### config.mk
export PLATFORM = sky130hd
export DESIGN_NAME = sal_ref_ctrl
export DESIGN_NICKNAME = d
export VERILOG_FILES = /design/src/rtl/sal_ref_ctrl.sv
export SDC_FILE = /design/constraint.sdc
export NUM_CORES = 1
export LEC_CHECK = 0
export ABC_AREA = 1
export CAP_MARGIN = 15
export CELL_PAD_IN_SITES_DETAIL_PLACEMENT = 1
export CELL_PAD_IN_SITES_GLOBAL_PLACEMENT = 2
export CORE_ASPECT_RATIO = 1.75
export CORE_MARGIN = 3
export CORE_UTILIZATION = 33
export CTS_CLUSTER_DIAMETER = 120
export DETAILED_ROUTE_END_ITERATION = 7
export PLACE_DENSITY = 0.95
export RECOVER_POWER = 50
export SETUP_SLACK_MARGIN = 0.02
export SLEW_MARGIN = 15
export SYNTH_ARGS = -nofsm -noshare
export SYNTH_HDL_FRONTEND = slang
export SYNTH_SLANG_ARGS = --single-unit
### constraint.sdc
create_clock -name clk -period 7.14 [get_ports clk]
set_clock_uncertainty 0.05 [all_clocks]
set_input_delay 1.428 -clock clk [delete_from_list [all_inputs] [get_ports clk]]
set_output_delay 1.428 -clock clk [all_outputs]
set_load 0.05 [all_outputs]
### src/rtl/sal_ref_ctrl.sv
// sal_ref_ctrl: refresh scheduler with postponed-refresh debt, all-bank and per-bank round-robin modes.
module sal_ref_ctrl #(
  parameter int BK_CNT   = 16,
  parameter int TREFI_W  = 16,
  parameter int TRFC_W   = 10,
  parameter int DEBT_MAX = 8
) (
  input  logic                clk,
  input  logic                rst,
  input  logic                cfg_ref_en_i,
  input  logic                cfg_pb_mode_i,
  input  logic [TREFI_W-1:0]  cfg_trefi_i,
  input  logic [TRFC_W-1:0]   cfg_trfc_i,
  input  logic [BK_CNT-1:0]   ref_gnt_i,
  output logic [BK_CNT-1:0]   ref_req_o,
  output logic                ref_busy_o,
  output logic                ref_urgent_o,
  output logic [3:0]          ref_debt_o,
  output logic                ref_ovf_o
);
  localparam int PW = BK_CNT > 1 ? $clog2(BK_CNT) : 1;
  typedef enum logic [1:0] {IDLE, REQ, RFC} state_t;
  state_t              r_state, w_next;
  logic [TREFI_W-1:0]  r_icnt, w_icur;
  logic                r_run;
  logic [TRFC_W-1:0]   r_rcnt;
  logic [BK_CNT-1:0]   r_mask;
  logic [PW-1:0]       r_ptr;
  logic                r_pb;
  logic [3:0]          r_debt;
  logic                r_ovf;
  logic                w_active, w_tick, w_go, w_done, w_wrap, w_dec;
  // r_run low means the interval counter behaves as freshly reloaded this cycle
  assign w_active = cfg_ref_en_i && cfg_trefi_i != '0;
  assign w_icur   = r_run ? r_icnt : cfg_trefi_i - TREFI_W'(1);
  assign w_tick   = w_active && w_icur == '0;
  assign w_go     = r_pb ? ref_gnt_i[r_ptr] : &(r_mask | ref_gnt_i);
  assign w_done   = r_state == RFC && r_rcnt == TRFC_W'(1);
  assign w_wrap   = r_ptr == PW'(BK_CNT-1);
  assign w_dec    = w_done && (!r_pb || w_wrap);
  always_ff @(posedge clk or posedge rst)
    if (rst) r_state <= IDLE;
    else     r_state <= w_next;
  // a partially completed per-bank sweep (pointer not at 0) keeps re-entering REQ
  always_comb begin
    w_next = r_state == IDLE ? ((cfg_ref_en_i && (r_debt != '0 || (cfg_pb_mode_i && r_ptr != '0))) ? REQ : IDLE)
           : r_state == REQ  ? (w_go ? RFC : REQ)
           :                   (w_done ? IDLE : RFC);
  end
  always_comb begin
    ref_req_o    = r_state != REQ ? '0 : r_pb ? (BK_CNT'(1) << r_ptr) : ~r_mask;
    ref_busy_o   = r_state != IDLE;
    ref_urgent_o = r_debt >= 4'(DEBT_MAX-1);
    ref_debt_o   = r_debt;
    ref_ovf_o    = r_ovf;
  end
  always_ff @(posedge clk or posedge rst) begin
    if (rst) begin
      r_run  <= 1'b0;
      r_icnt <= '0;
      r_mask <= '0;
      r_pb   <= 1'b0;
      r_rcnt <= '0;
      r_ptr  <= '0;
      r_debt <= '0;
      r_ovf  <= 1'b0;
    end else begin
      r_run <= w_active;
      if (w_active) r_icnt <= w_tick ? cfg_trefi_i - TREFI_W'(1) : w_icur - TREFI_W'(1);
      r_mask <= (r_state == REQ && !r_pb && !w_go) ? (r_mask | ref_gnt_i) : '0;
      if (r_state == IDLE && w_next == REQ) r_pb <= cfg_pb_mode_i;
      if (r_state == REQ && w_go) r_rcnt <= cfg_trfc_i == '0 ? TRFC_W'(1) : cfg_trfc_i;
      else if (r_state == RFC) r_rcnt <= r_rcnt - TRFC_W'(1);
      if (w_done && r_pb) r_ptr <= w_wrap ? '0 : r_ptr + PW'(1);
      if (w_tick && !w_dec) begin
        if (r_debt == 4'(DEBT_MAX)) r_ovf <= 1'b1;
        else r_debt <= r_debt + 4'd1;
      end else if (w_dec && !w_tick && r_debt != '0) r_debt <= r_debt - 4'd1;
    end
  end
endmodule
# == After elaboration in Yosys (flattened, before gate mapping) ==
# Cells that the tools add are included.
# word_totals
input_bits,46
regBits,55
elab_cells,80
out_inout_bits,23
# op_classes
n_bitwise,2
order_cmp,2
eq_ne,8
shifts,1
muxes,20
reduce_logical,32
n_addsub,6
# op_table
op,n
$mux W16,5
$sub A16 B1 Y16 const B,2
$mux W10,3
$logic_not A16 Y1,1
$mux W4,4
$not A16 Y16,1
$or A16 B16 Y16,1
$reduce_and A16 Y1,1
$reduce_bool A16 Y1,1
$shl A1 B4 Y16 const A,1
$logic_and A1 B1 Y1,14
$eq A10 B1 Y1 const B,1
$logic_not A10 Y1,1
$sub A10 B1 Y10 const B,1
$add A4 B1 Y4 const B,2
$eq A4 B4 Y1 const B,2
$mux W2,4
$reduce_bool A4 Y1,2
$reduce_bool A2 Y1,3
$lt A4 B5 Y1 const B,1
$bmux W1 S4,1
$eq A2 B1 Y1 const B,2
$ge A4 B3 Y1 const B,1
$logic_not A1 Y1,4
other kinds (8),12

# == Logic depth before layout (Yosys ltp) ==
# Gate-level depths: netlist of the first run.
# logic_depth
ltp_word,9
ltp_mapped,23

# == Least setup slack after synthesis of the first run ==
# Ideal clock, no wire load.
# synth_path
path_kind,input-to-reg
start,input port cfg_trefi_i[0]
end,"register r_debt[3], in the netlist ref_debt_o[3]"
cell_stages,22
arrival_time_ns,3.756
setup_time_ns,0.120
path_slack_ns,3.214
n_path_buf,0
path_cell_list,inv_1 > ha_1 > nand2_2 > nor2_4 > nand2_1 > nand2_1 > nand3_1 > nand2_2 > nand2_4 > inv_2 > nand2_1 > nor2_2 > nand3_1 > ha_1 > nand2_1 > nand2_1 > a31oi_1 > inv_1 > nand3_1 > nand2_1 > nand3_1 > nand2_1
# synth_via
elab_chain_len,9
word_cells_on_any_way,14
cone_classes,add/sub: 1; eq/ne: 1; mux: 2; reduce/logical: 10
# synth_lines
element,line,text
from (decl),12,"input logic [TREFI_W-1:0] cfg_trefi_i,"
$sub A16 B1 Y16,35,assign w_icur = r_run ? r_icnt : cfg_trefi_i - TREFI_W'(1);
$mux W16,35,
$logic_not A16 Y1,36,assign w_tick = w_active && w_icur == '0;
$logic_and A1 B1 Y1 *,36,
$logic_not A1 Y1,78,end else if (w_dec && !w_tick && r_debt != '0) r_debt <= r_debt - 4'd1;
$logic_and A1 B1 Y1 (2 in a row),78,
$reduce_bool A2 Y1 (no source line),-,
$reduce_and A2 Y1 (no source line),-,
to (signal assigned),77,else r_debt <= r_debt + 4'd1;
to (signal assigned),78,
to (decl),30,logic [3:0] r_debt;
# Mark *: on every way between the ends. The rest lies on a longest branch, timed or not.
# A chain may end at the register's enable or synchronous reset.

# == Worst setup path after layout of the first run ==
# Ends and elaborated chain as after synthesis.

==> reports/qor.txt, run 1 <==
all-layer global routing usage -> 20.4%
placement row count -> 56
final weighted congestion in routability-driven placement -> 0.890
Congestion Overflow GR -> 0
maximum resistive drop on vdd -> 0.141 mV
clk slew on worst S/H paths -> 70 ps
Reg area -> 0.00138 mm2
drt via density -> 5.19
distinct cell type count of the synthesized netlist -> 43
fraction of synthesized cell area taken by the top area cell type -> 30.4%
Final Cycle Share -> 65.9%
gate count after technology mapping -> 673
critical path capture point type -> flip-flop
max-capacitance violation count -> 1
Crit path max-delay family -> simple AND/OR/NAND/NOR gates
via count -> 4704
Arrival @ worst endpoint -> 4840 ps
count of port buffers added during placement -> 68
outcome -> finished, violations left
number of primary I/O pins -> 69
proportion of layout cells with a drive suffix above 1 -> 9.82%
Post-Synthesis Net Count -> 734
routed wire length per instance -> 16.5 um
Seq/Total Area, Yosys -> 30.4%
final period demand of the worst path -> 4700 ps
width of the die -> 94.5 um
critical-path cell with the highest stage delay -> sky130_fd_sc_hd__clkdlybuf4s50_1
Final nets -> 794
Clock Tree Root -> sky130_fd_sc_hd__clkbuf_16
violation count after the first detailed-routing iteration -> 121
hold bufs inserted after CTS -> 0
maximum number of pins on one net before global-route repair -> 56
path type of the worst setup path -> input pin to flip-flop
data required time of the critical path -> 7280 ps
number of buffer and inverter instances along the worst setup path -> 5
largest cells by area after synthesis -> sky130_fd_sc_hd__dfrtp_1 30%, sky130_fd_sc_hd__nand2_1 14%, sky130_fd_sc_hd__nor2_1 7.6%
worst slew margin relative to its limit -> -112%
RSZ-0062 raised after global routing -> no
Hold WC Path Type -> flip-flop to flip-flop
number of antenna violations at the first check in global routing -> 0
Leakage Power -> 2.52 nW
Finish-stage setup viols -> 0
sum of net half-perimeters after detailed placement -> 12.2 mm
crit path max fanout -> 7
overall die area -> 0.0152 mm2
kind of start point of the critical path -> input pin
first-pass iteration count of the detailed router -> 4
post-synthesis sequential element count -> 55
hold violation count in the final report -> 0
CTS tree -> built
synthesized area divided by synthesized cell count -> 6.72 um2
number of antenna cells inserted -> 0
starting density of the core -> 33.8%
vertical die dimension -> 161 um
Inserted Clock Buffers -> 5
area taken by multi-input logic gates -> 0.00274 mm2
area leader, netlist -> sky130_fd_sc_hd__dfrtp_1
Clock Sinks -> 55
Detailed Route WL -> 15.0 mm
failing checks -> capacitance limit, slew limit
Resize count post-CTS -> 0
Skew-Pair Late Insertion Delay -> 300 ps
maximum clock frequency -> 213 MHz
via count of the first global-routing pass -> 5233
power per cell area -> 207 mW/mm2
setup total negative slack -> 0 ps
CTS Buffer Depth -> 2
CTS H-tree lvls -> 2
leading cell types in the layout, fill and taps excluded -> 165 x sky130_fd_sc_hd__nand2_1, 92 x sky130_fd_sc_hd__nor2_1, 76 x sky130_fd_sc_hd__inv_1, 62 x sky130_fd_sc_hd__clkdlybuf4s50_1, 58 x sky130_fd_sc_hd__nand3_1
DRC -> 0
total power of the final layout -> 0.00114 W
most common library cell in the layout ignoring fill and taps -> sky130_fd_sc_hd__nand2_1
post-synthesis instance area -> 0.00452 mm2
delay of the slowest cell on the worst path -> 510 ps
sequence of cells on the critical path -> clkdlybuf4s50_1, inv_1, ha_1, o21ai_0, inv_1, ha_1, inv_1, nor2_1, nand3_1, nor2_1, nand2_2, nor3_2, nand3_1, ha_1, nand2_1, nand2_1, a31oi_1, inv_1, nand3_1, nand2_1, nand3_1, nand2_1
Synth warnings -> 0
Post-DRT Antenna Nets -> 0
number of setup buffers added after CTS -> 0
Final Max Slew Viols -> 56
filler cell count -> 1755
wire length of the first global-routing pass -> 24.9 mm
synth-to-layout area growth -> 21.4%
actual transition at the worst max-transition pin -> 3180 ps
total core area -> 0.0134 mm2
-- Yosys cell counts, drive strengths merged --
cell and instances:
or2 10, nand3 66, and2b 1, nand3b 3
fa 1, mux2i 1, xnor2 5, clkinv 3
a31oi 6, nor2 104, o31ai 3, nand4 5
clkbuf 9, o211ai 11, o21ai 41, ha 14
o21bai 2, nor3 10, o21a 2, inv 82
dfrtp 55, a211oi 8, nor4 7, buf 7
a21oi 19, xor2 10, nand2 186, o22ai 2
-- kinds of logic (layout without fill, tap and decap cells) --
kind of cell,Yosys count,count (layout),synth area share [%]
AND/OR/NAND/NOR,392,392,40.1
buffers and inverters,101,161,9.10
AO/OA/AOI/OAI,94,94,12.9
adder cells (fa/ha/maj),15,15,4.31
multiplexers,1,1,0.221
XOR/XNOR,15,15,2.90
flip-flops,55,55,30.4
-- metrics by stage --
stage	cells	util [%]	hold WS, ps	setup WS (ps)	cell area (um2)
floorplan	673	-	392	3210	4520
global route	907	41.0	458	1930	5490
finish	907	41.0	428	2440	5490
global placement	900	39.9	404	2390	5340
CTS	907	41.1	435	2460	5500
detailed placement	900	39.9	415	2160	5340
-- path summary, 6_finish.rpt --
path,from,cells after the start,end,slack (ps)
worst max-delay path,cfg_trefi_i[0],22,ref_debt_o[3],2440
max in group asynchronous,rst,3,r_run,2510
worst min-delay path,r_icnt[1],2,r_icnt[1],430
min in group asynchronous,rst,3,r_mask[8],2750
worst max register to register,r_run,20,ref_debt_o[3],3400
worst min register to register,r_icnt[1],2,r_icnt[1],430
-- metal layers --
| layer | GRT usage [%] | up-vias | routed length, um |
|---|---|---|---|
| met1 | 20.3 | 2281 | 5410 |
| met2 | 42.3 | 105 | 8760 |
| met3 | 2.44 | 27 | 459 |
| met4 | 5.52 | 0 | 353 |
| met5 | 0 | - | 0 |
| li1 | - | 2291 | - |
-- power by group --
group | switching, W | total [W] | internal (W)
clock | 0.000112 | 0.000276 | 0.000164
sequential | 0.0000548 | 0.000419 | 0.000364
combinational | 0.000282 | 0.000440 | 0.000158
-- area by class of cell --
| class | count | share of cell area, % |
|---|---|---|
| Tap cell | 174 | 3.96 |
| Timing Repair Buffer | 69 | 12.5 |
| Sequential cell | 55 | 25.1 |
| Clock inverter | 1 | 0.547 |
| Multi-Input combinational cell | 517 | 49.8 |
| Inverter | 85 | 5.81 |
| Clock buffer | 6 | 2.35 |
-- registers in the layout, summed over array words and instances (netlist names) --
signal,count
ref_debt_o,4
ref_ovf_o,1
r_icnt,16
r_run,1
r_ptr,4
r_pb,1
r_state,2
r_rcnt,10
r_mask,16
-- worst min-delay path: stages (launching register included) --
cell	delay (ps)
sky130_fd_sc_hd__dfrtp_1	340
sky130_fd_sc_hd__nand2_1	50
sky130_fd_sc_hd__nand2_1	50
Power figures use the tool's default switching activity.
==> inputs of run 2 (changes only) <==
--- a/config.mk
+++ b/config.mk
@@ -11,10 +11,10 @@
 export CELL_PAD_IN_SITES_GLOBAL_PLACEMENT = 2
 export CORE_ASPECT_RATIO = 1.75
 export CORE_MARGIN = 3
-export CORE_UTILIZATION = 33
+export CORE_UTILIZATION = 30
 export CTS_CLUSTER_DIAMETER = 120
 export DETAILED_ROUTE_END_ITERATION = 7
-export PLACE_DENSITY = 0.95
+export PLACE_DENSITY = 0.92
 export RECOVER_POWER = 50
 export SETUP_SLACK_MARGIN = 0.02
 export SLEW_MARGIN = 15
==> constraint.sdc (replaced) <==
create_clock -name clk -period 4.6 [get_ports clk]
set_clock_uncertainty 0.05 [all_clocks]
set_input_delay 0.92 -clock clk [delete_from_list [all_inputs] [get_ports clk]]
set_output_delay 0.92 -clock clk [all_outputs]
set_load 0.05 [all_outputs]
==> reports/qor.txt, run 2 (synthesized netlist as in run 1, its figures left out) <==
outcome -> finished, final reports clean (was finished, violations left)
endpoint of the worst hold path -> r_icnt[7] (was r_icnt[1])
Clock Sinks -> 55 (unchanged)
crit path max fanout -> 7 (unchanged)
worst slew margin relative to its limit -> 8.62% (was -112%)
data required time of the critical path -> 4790 ps (was 7280 ps)
CTS tree -> built (unchanged)
maximum number of pins on one net before global-route repair -> 36 (was 56)
final weighted congestion in routability-driven placement -> 0.844 (was 0.890)
power per cell area -> 315 mW/mm2 (was 207 mW/mm2)
maximum clock frequency -> 245 MHz
overall die area -> 0.0166 mm2 (was 0.0152 mm2)
vertical die dimension -> 168 um (was 161 um)
r2r setup slk -> 990 ps (was 3400 ps)
number of antenna cells inserted -> 0 (unchanged)
number of primary I/O pins -> 69 (unchanged)
largest registers -> r_icnt: 16 flops, r_mask: 16 flops, r_rcnt: 10 flops (unchanged)
path type of the worst setup path -> input pin to flip-flop (unchanged)
max-capacitance violation count -> 0 (was 1)
maximum resistive drop on vdd -> 0.199 mV (was 0.141 mV)
Resize count post-CTS -> 0 (unchanged)
Worst Hold Path Cells -> 2 (unchanged)
depth of the worst register-to-register path -> 21 (was 20)
CTS Buffer Depth -> 2 (unchanged)
via count of the first global-routing pass -> 5313 (was 5233)
Detailed Route WL -> 15.0 mm (about the same)
launch instance of the worst register-to-register path -> r_run (unchanged)
Skew-Pair Late Insertion Delay -> 300 ps (about the same)
capture instance of the worst register-to-register path -> ref_debt_o[3] (unchanged)
actual transition at the worst max-transition pin -> 1370 ps (was 3180 ps)
final period demand of the worst path -> 4090 ps
hold bufs inserted after CTS -> 0 (unchanged)
number of antenna violations at the first check in global routing -> 0 (unchanged)
start point of the worst min-delay path -> r_icnt[7] (was r_icnt[1])
CTS H-tree lvls -> 2 (unchanged)
Final nets -> 797 (was 794)
Hold WC Path Type -> flip-flop to flip-flop (unchanged)
routed wire length per instance -> 16.3 um (was 16.5 um)
count of port buffers added during placement -> 68 (unchanged)
critical path capture point type -> flip-flop (unchanged)
Leakage Power -> 2.54 nW (was 2.52 nW)
Arrival @ worst endpoint -> 4280 ps (was 4840 ps)
all-layer global routing usage -> 18.3% (was 20.4%)
crit path setup slack, layout -> 512 ps (was 2440 ps)
Post-DRT Antenna Nets -> 0 (unchanged)
Final Cycle Share -> 88.9%
drt via density -> 5.10 (was 5.19)
DRC -> 0 (unchanged)
Finish-stage setup viols -> 0 (unchanged)
width of the die -> 98.8 um (was 94.5 um)
Final Max Slew Viols -> 0 (was 56)
sum of net half-perimeters after detailed placement -> 12.3 mm (was 12.2 mm)
number of setup buffers added after CTS -> 0 (unchanged)
Place WS -> 190 ps (was 2160 ps)
kind of start point of the critical path -> input pin (unchanged)
wire length of the first global-routing pass -> 25.0 mm (was 24.9 mm)
Clock Tree Root -> sky130_fd_sc_hd__clkbuf_16 (unchanged)
starting density of the core -> 31.0% (was 33.8%)
smallest hold slack -> 428 ps (about the same)
violation count after the first detailed-routing iteration -> 110 (was 121)
clk slew on worst S/H paths -> 80 ps (was 70 ps)
first-pass iteration count of the detailed router -> 4 (unchanged)
Congestion Overflow GR -> 0 (unchanged)
hold violation count in the final report -> 0 (unchanged)
total core area -> 0.0146 mm2 (was 0.0134 mm2)
leading cell types in the layout, fill and taps excluded -> 165 x sky130_fd_sc_hd__nand2_1, 92 x sky130_fd_sc_hd__nor2_1, 77 x sky130_fd_sc_hd__inv_1, 62 x sky130_fd_sc_hd__clkdlybuf4s50_1, 58 x sky130_fd_sc_hd__nand3_1 (was 165 x sky130_fd_sc_hd__nand2_1, 92 x sky130_fd_sc_hd__nor2_1, 76 x sky130_fd_sc_hd__inv_1, 62 x sky130_fd_sc_hd__clkdlybuf4s50_1, 58 x sky130_fd_sc_hd__nand3_1)
placement row count -> 58 (was 56)
Inserted Clock Buffers -> 5 (unchanged)
proportion of layout cells with a drive suffix above 1 -> 10.3% (was 9.82%)
synth-to-layout area growth -> 22.0% (was 21.4%)
via count -> 4673 (was 4704)
RSZ-0062 raised after global routing -> no (unchanged)
total power of the final layout -> 0.00174 W (was 0.00114 W)
setup total negative slack -> 0 ps (unchanged)
most common library cell in the layout ignoring fill and taps -> sky130_fd_sc_hd__nand2_1 (unchanged)
==> run 2: per-stage QoR <==
stage | utilization [%] | area [um2] | cells
after detailed placement | 36.8 | 5370 | 909
after global routing | 37.8 | 5520 | 917
after CTS | 37.9 | 5520 | 917
final | 37.8 | 5520 | 917
after global placement | 36.8 | 5370 | 909
after floorplan | - | 4520 | 673
==> run 2: how the worst max path moves through the flow <==
| stage | start | end | cells after the start |
|---|---|---|---|
| 6_report | cfg_trefi_i[0] | ref_debt_o[3] | 23 |
| 3_5_place_dp | cfg_trefi_i[0] | ref_debt_o[3] | 22 |
| 2_1_floorplan | cfg_trefi_i[0] | ref_debt_o[3] | 22 |
| 3_3_place_gp | cfg_trefi_i[0] | ref_debt_o[3] | 22 |
| 5_1_grt | cfg_trefi_i[0] | ref_debt_o[3] | 22 |
| 4_1_cts | cfg_trefi_i[0] | ref_debt_o[3] | 22 |
==> run 2: final cells by class <==
class	instances	area [um2]
tap	180	225
fill	1873	9070
clock buffer	8	156
timing repair buffer	72	707
sequential	55	1380
inverter	85	319
multi-input combinational	517	2740
==> run 2: worst max-delay path, stage by stage <==
cell                              delay [ps]
sky130_fd_sc_hd__clkdlybuf4s50_1         500
sky130_fd_sc_hd__inv_1                   150
sky130_fd_sc_hd__ha_1                    340
sky130_fd_sc_hd__o21ai_0                  70
sky130_fd_sc_hd__inv_1                   110
sky130_fd_sc_hd__ha_1                    150
sky130_fd_sc_hd__inv_1                    50
sky130_fd_sc_hd__nor2_1                   90
sky130_fd_sc_hd__nand3_1                  70
sky130_fd_sc_hd__nor2_1                  180
sky130_fd_sc_hd__nand2_2                 100
sky130_fd_sc_hd__nor3_2                  160
sky130_fd_sc_hd__nand3_1                 230
sky130_fd_sc_hd__ha_1                    380
sky130_fd_sc_hd__nand2_1                  80
sky130_fd_sc_hd__nand2_1                  50
sky130_fd_sc_hd__a31oi_1                 180
sky130_fd_sc_hd__inv_1                    80
sky130_fd_sc_hd__nand3_1                 100
sky130_fd_sc_hd__nand2_1                  90
sky130_fd_sc_hd__nand2_1                  70
sky130_fd_sc_hd__nand2_1                  50
sky130_fd_sc_hd__nand2_1                  60
==> run 2: routing by layer <==
metal | part of all wire (%) | wire [um] | global-route usage [%] | up-vias
met4 | 3.3 | 498 | 7.43 | 0
met3 | 3.4 | 511 | 2.43 | 32
li1 | - | - | - | 2304
met2 | 57 | 8580 | 37.5 | 96
met5 | 0 | 0 | 0 | -
met1 | 36 | 5370 | 17.6 | 2241
==> run 2: power breakdown <==
part / internal (W) / switching [W] / total (W)
Sequential: 0.000565 / 0.0000862 / 0.000651
Clock: 0.000233 / 0.000178 / 0.000411
Combinational: 0.000247 / 0.000431 / 0.000678
==> inputs of run 3 (changes only) <==
--- a/config.mk
+++ b/config.mk
@@ -6,11 +6,11 @@
 export NUM_CORES = 1
 export LEC_CHECK = 0
 export ABC_AREA = 1
-export CAP_MARGIN = 15
+export CAP_MARGIN = 40
 export CELL_PAD_IN_SITES_DETAIL_PLACEMENT = 1
 export CELL_PAD_IN_SITES_GLOBAL_PLACEMENT = 2
 export CORE_ASPECT_RATIO = 1.75
-export CORE_MARGIN = 3
+export CORE_MARGIN = 8
 export CORE_UTILIZATION = 30
 export CTS_CLUSTER_DIAMETER = 120
 export DETAILED_ROUTE_END_ITERATION = 7
==> reports/qor.txt, run 3 (synthesized netlist as in run 1, its figures left out) <==
Reg area -> 0.00138 mm2 (unchanged)
kind of start point of the critical path -> input pin (unchanged)
vertical die dimension -> 178 um (was 168 um)
depth of the worst register-to-register path -> 21 (unchanged)
path type of the worst setup path -> input pin to flip-flop (unchanged)
width of the die -> 109 um (was 98.8 um)
total core area -> 0.0148 mm2 (was 0.0146 mm2)
maximum clock frequency -> 246 MHz (was 245 MHz)
launch instance of the worst register-to-register path -> r_run (unchanged)
routed wire length per instance -> 16.7 um (was 16.3 um)
count of port buffers added during placement -> 68 (unchanged)
CTS tree -> built (unchanged)
DRC -> 0 (unchanged)
final period demand of the worst path -> 4060 ps (was 4090 ps)
outcome -> finished, violations left (was finished, final reports clean)
most common library cell in the layout ignoring fill and taps -> sky130_fd_sc_hd__nand2_1 (unchanged)
Final Max Slew Viols -> 34 (was 0)
area taken by multi-input logic gates -> 0.00274 mm2 (unchanged)
Skew-Pair Late Insertion Delay -> 300 ps (about the same)
maximum number of pins on one net before global-route repair -> 34 (was 36)
starting density of the core -> 30.5% (was 31.0%)
sum of net half-perimeters after detailed placement -> 12.6 mm (was 12.3 mm)
Finish-stage setup viols -> 0 (unchanged)
number of antenna cells inserted -> 0 (unchanged)
Inserted Clock Buffers -> 5 (unchanged)
start point of the worst min-delay path -> r_icnt[7] (unchanged)
critical path capture point type -> flip-flop (unchanged)
hold violation count in the final report -> 0 (unchanged)
crit path max fanout -> 7 (unchanged)
capture instance of the worst register-to-register path -> ref_debt_o[3] (unchanged)
Arrival @ worst endpoint -> 4210 ps (was 4280 ps)
worst slew margin relative to its limit -> -29.8% (was 8.62%)
all-layer global routing usage -> 16.5% (was 18.3%)
hold bufs inserted after CTS -> 0 (unchanged)
overall die area -> 0.0194 mm2 (was 0.0166 mm2)
failing checks -> capacitance limit, slew limit
Worst Hold Path Cells -> 2 (unchanged)
max-capacitance violation count -> 1 (was 0)
synth-to-layout area growth -> 22.4% (was 22.0%)
via count of the first global-routing pass -> 5299 (was 5313)
RSZ-0062 raised after global routing -> no (unchanged)
endpoint of the worst hold path -> r_icnt[7] (unchanged)
filler cell count -> 1903 (was 1873)
CTS Buffer Depth -> 2 (unchanged)
number of primary I/O pins -> 69 (unchanged)
clk slew on worst S/H paths -> 80 ps (about the same)
leading cell types in the layout, fill and taps excluded -> 165 x sky130_fd_sc_hd__nand2_1, 92 x sky130_fd_sc_hd__nor2_1, 77 x sky130_fd_sc_hd__inv_1, 62 x sky130_fd_sc_hd__clkdlybuf4s50_1, 58 x sky130_fd_sc_hd__nand3_1 (unchanged)
placement row count -> 59 (was 58)
Detailed Route WL -> 15.4 mm (was 15.0 mm)
Clock Tree Root -> sky130_fd_sc_hd__clkbuf_16 (unchanged)
Clock Sinks -> 55 (unchanged)
final weighted congestion in routability-driven placement -> 0.904 (was 0.844)
maximum resistive drop on vdd -> 0.167 mV (was 0.199 mV)
data required time of the critical path -> 4750 ps (was 4790 ps)
violation count after the first detailed-routing iteration -> 153 (was 110)
first-pass iteration count of the detailed router -> 4 (unchanged)
number of antenna violations at the first check in global routing -> 0 (unchanged)
setup total negative slack -> 0 ps (unchanged)
Hold WC Path Type -> flip-flop to flip-flop (unchanged)
CTS H-tree lvls -> 2 (unchanged)
Resize count post-CTS -> 0 (unchanged)
Final Cycle Share -> 88.3% (was 88.9%)
via count -> 4651 (was 4673)
actual transition at the worst max-transition pin -> 1950 ps (was 1370 ps)
r2r setup slk -> 980 ps (was 990 ps)
wire length of the first global-routing pass -> 25.7 mm (was 25.0 mm)
Congestion Overflow GR -> 0 (unchanged)
number of setup buffers added after CTS -> 0 (unchanged)
power per cell area -> 321 mW/mm2 (was 315 mW/mm2)
proportion of layout cells with a drive suffix above 1 -> 10.4% (was 10.3%)
largest registers -> r_icnt: 16 flops, r_mask: 16 flops, r_rcnt: 10 flops (unchanged)
Post-DRT Antenna Nets -> 0 (unchanged)
drt via density -> 5.06 (was 5.10)
post-layout utilization of the core -> 37.3% (was 37.8%)
Leakage Power -> 2.54 nW (about the same)
Final nets -> 797 (unchanged)
run 3: per-layer routing:
| layer | GRT usage, % | routed length (um) | up-vias |
|---|---|---|---|
| met5 | 0 | 0 | - |
| met4 | 6.37 | 374 | 0 |
| met3 | 2.06 | 406 | 23 |
| met2 | 34.0 | 9060 | 83 |
| met1 | 15.6 | 5510 | 2250 |
| li1 | - | - | 2295 |
run 3: metrics by stage:
stage	hold WS [ps]	worst slack [ps]	power (W)	area, um2	std cells
after floorplan	392	1180	0.00112	4520	673
after global placement	404	361	0.00131	5370	912
after detailed placement	411	197	0.00134	5370	912
after CTS	430	526	0.00181	5540	920
after global routing	459	180	0.00191	5540	920
final	424	536	0.00177	5540	920
run 3: power by group:
part / switching, W / internal [W]
Combinational: 0.000438 / 0.000248
Clock: 0.000183 / 0.000257
Sequential: 0.0000835 / 0.000565
Total: 0.000705 / 0.00107
run 3: layout make-up:
type                       instances  area share (%)
clock buffer                       5            2.26
clock inverter                     3           0.791
inverter                          85            5.76
multi-input combinational        517            49.4
sequential                        55            24.9
tap                              183            4.14
timing repair buffer              72            12.8
run 3: worst max-delay path by stage:
stage / startpoint / end / cells past startpoint
CTS: cfg_trefi_i[0] / ref_debt_o[3] / 22
global placement: cfg_trefi_i[0] / ref_debt_o[3] / 22
floorplan: cfg_trefi_i[0] / ref_debt_o[3] / 22
global route: cfg_trefi_i[0] / ref_debt_o[3] / 22
finish: cfg_trefi_i[0] / ref_debt_o[3] / 22
detailed placement: cfg_trefi_i[0] / ref_debt_o[3] / 22
run 3: critical path, cell delays in order:
cell and delay (ps):
sky130_fd_sc_hd__clkdlybuf4s50_1 490, sky130_fd_sc_hd__inv_1 140, sky130_fd_sc_hd__ha_1 330, sky130_fd_sc_hd__o21ai_0 70
sky130_fd_sc_hd__inv_1 120, sky130_fd_sc_hd__ha_1 150, sky130_fd_sc_hd__inv_1 50, sky130_fd_sc_hd__nor2_1 90
sky130_fd_sc_hd__nand3_1 70, sky130_fd_sc_hd__nor2_1 180, sky130_fd_sc_hd__nand2_2 100, sky130_fd_sc_hd__nor3_2 180
sky130_fd_sc_hd__nand3_1 240, sky130_fd_sc_hd__ha_1 390, sky130_fd_sc_hd__nand2_1 90, sky130_fd_sc_hd__nand2_1 50
sky130_fd_sc_hd__a31oi_1 190, sky130_fd_sc_hd__nand2_1 100, sky130_fd_sc_hd__nand2_1 90, sky130_fd_sc_hd__nand2_1 50
sky130_fd_sc_hd__nand2_1 60, sky130_fd_sc_hd__nand2_1 50
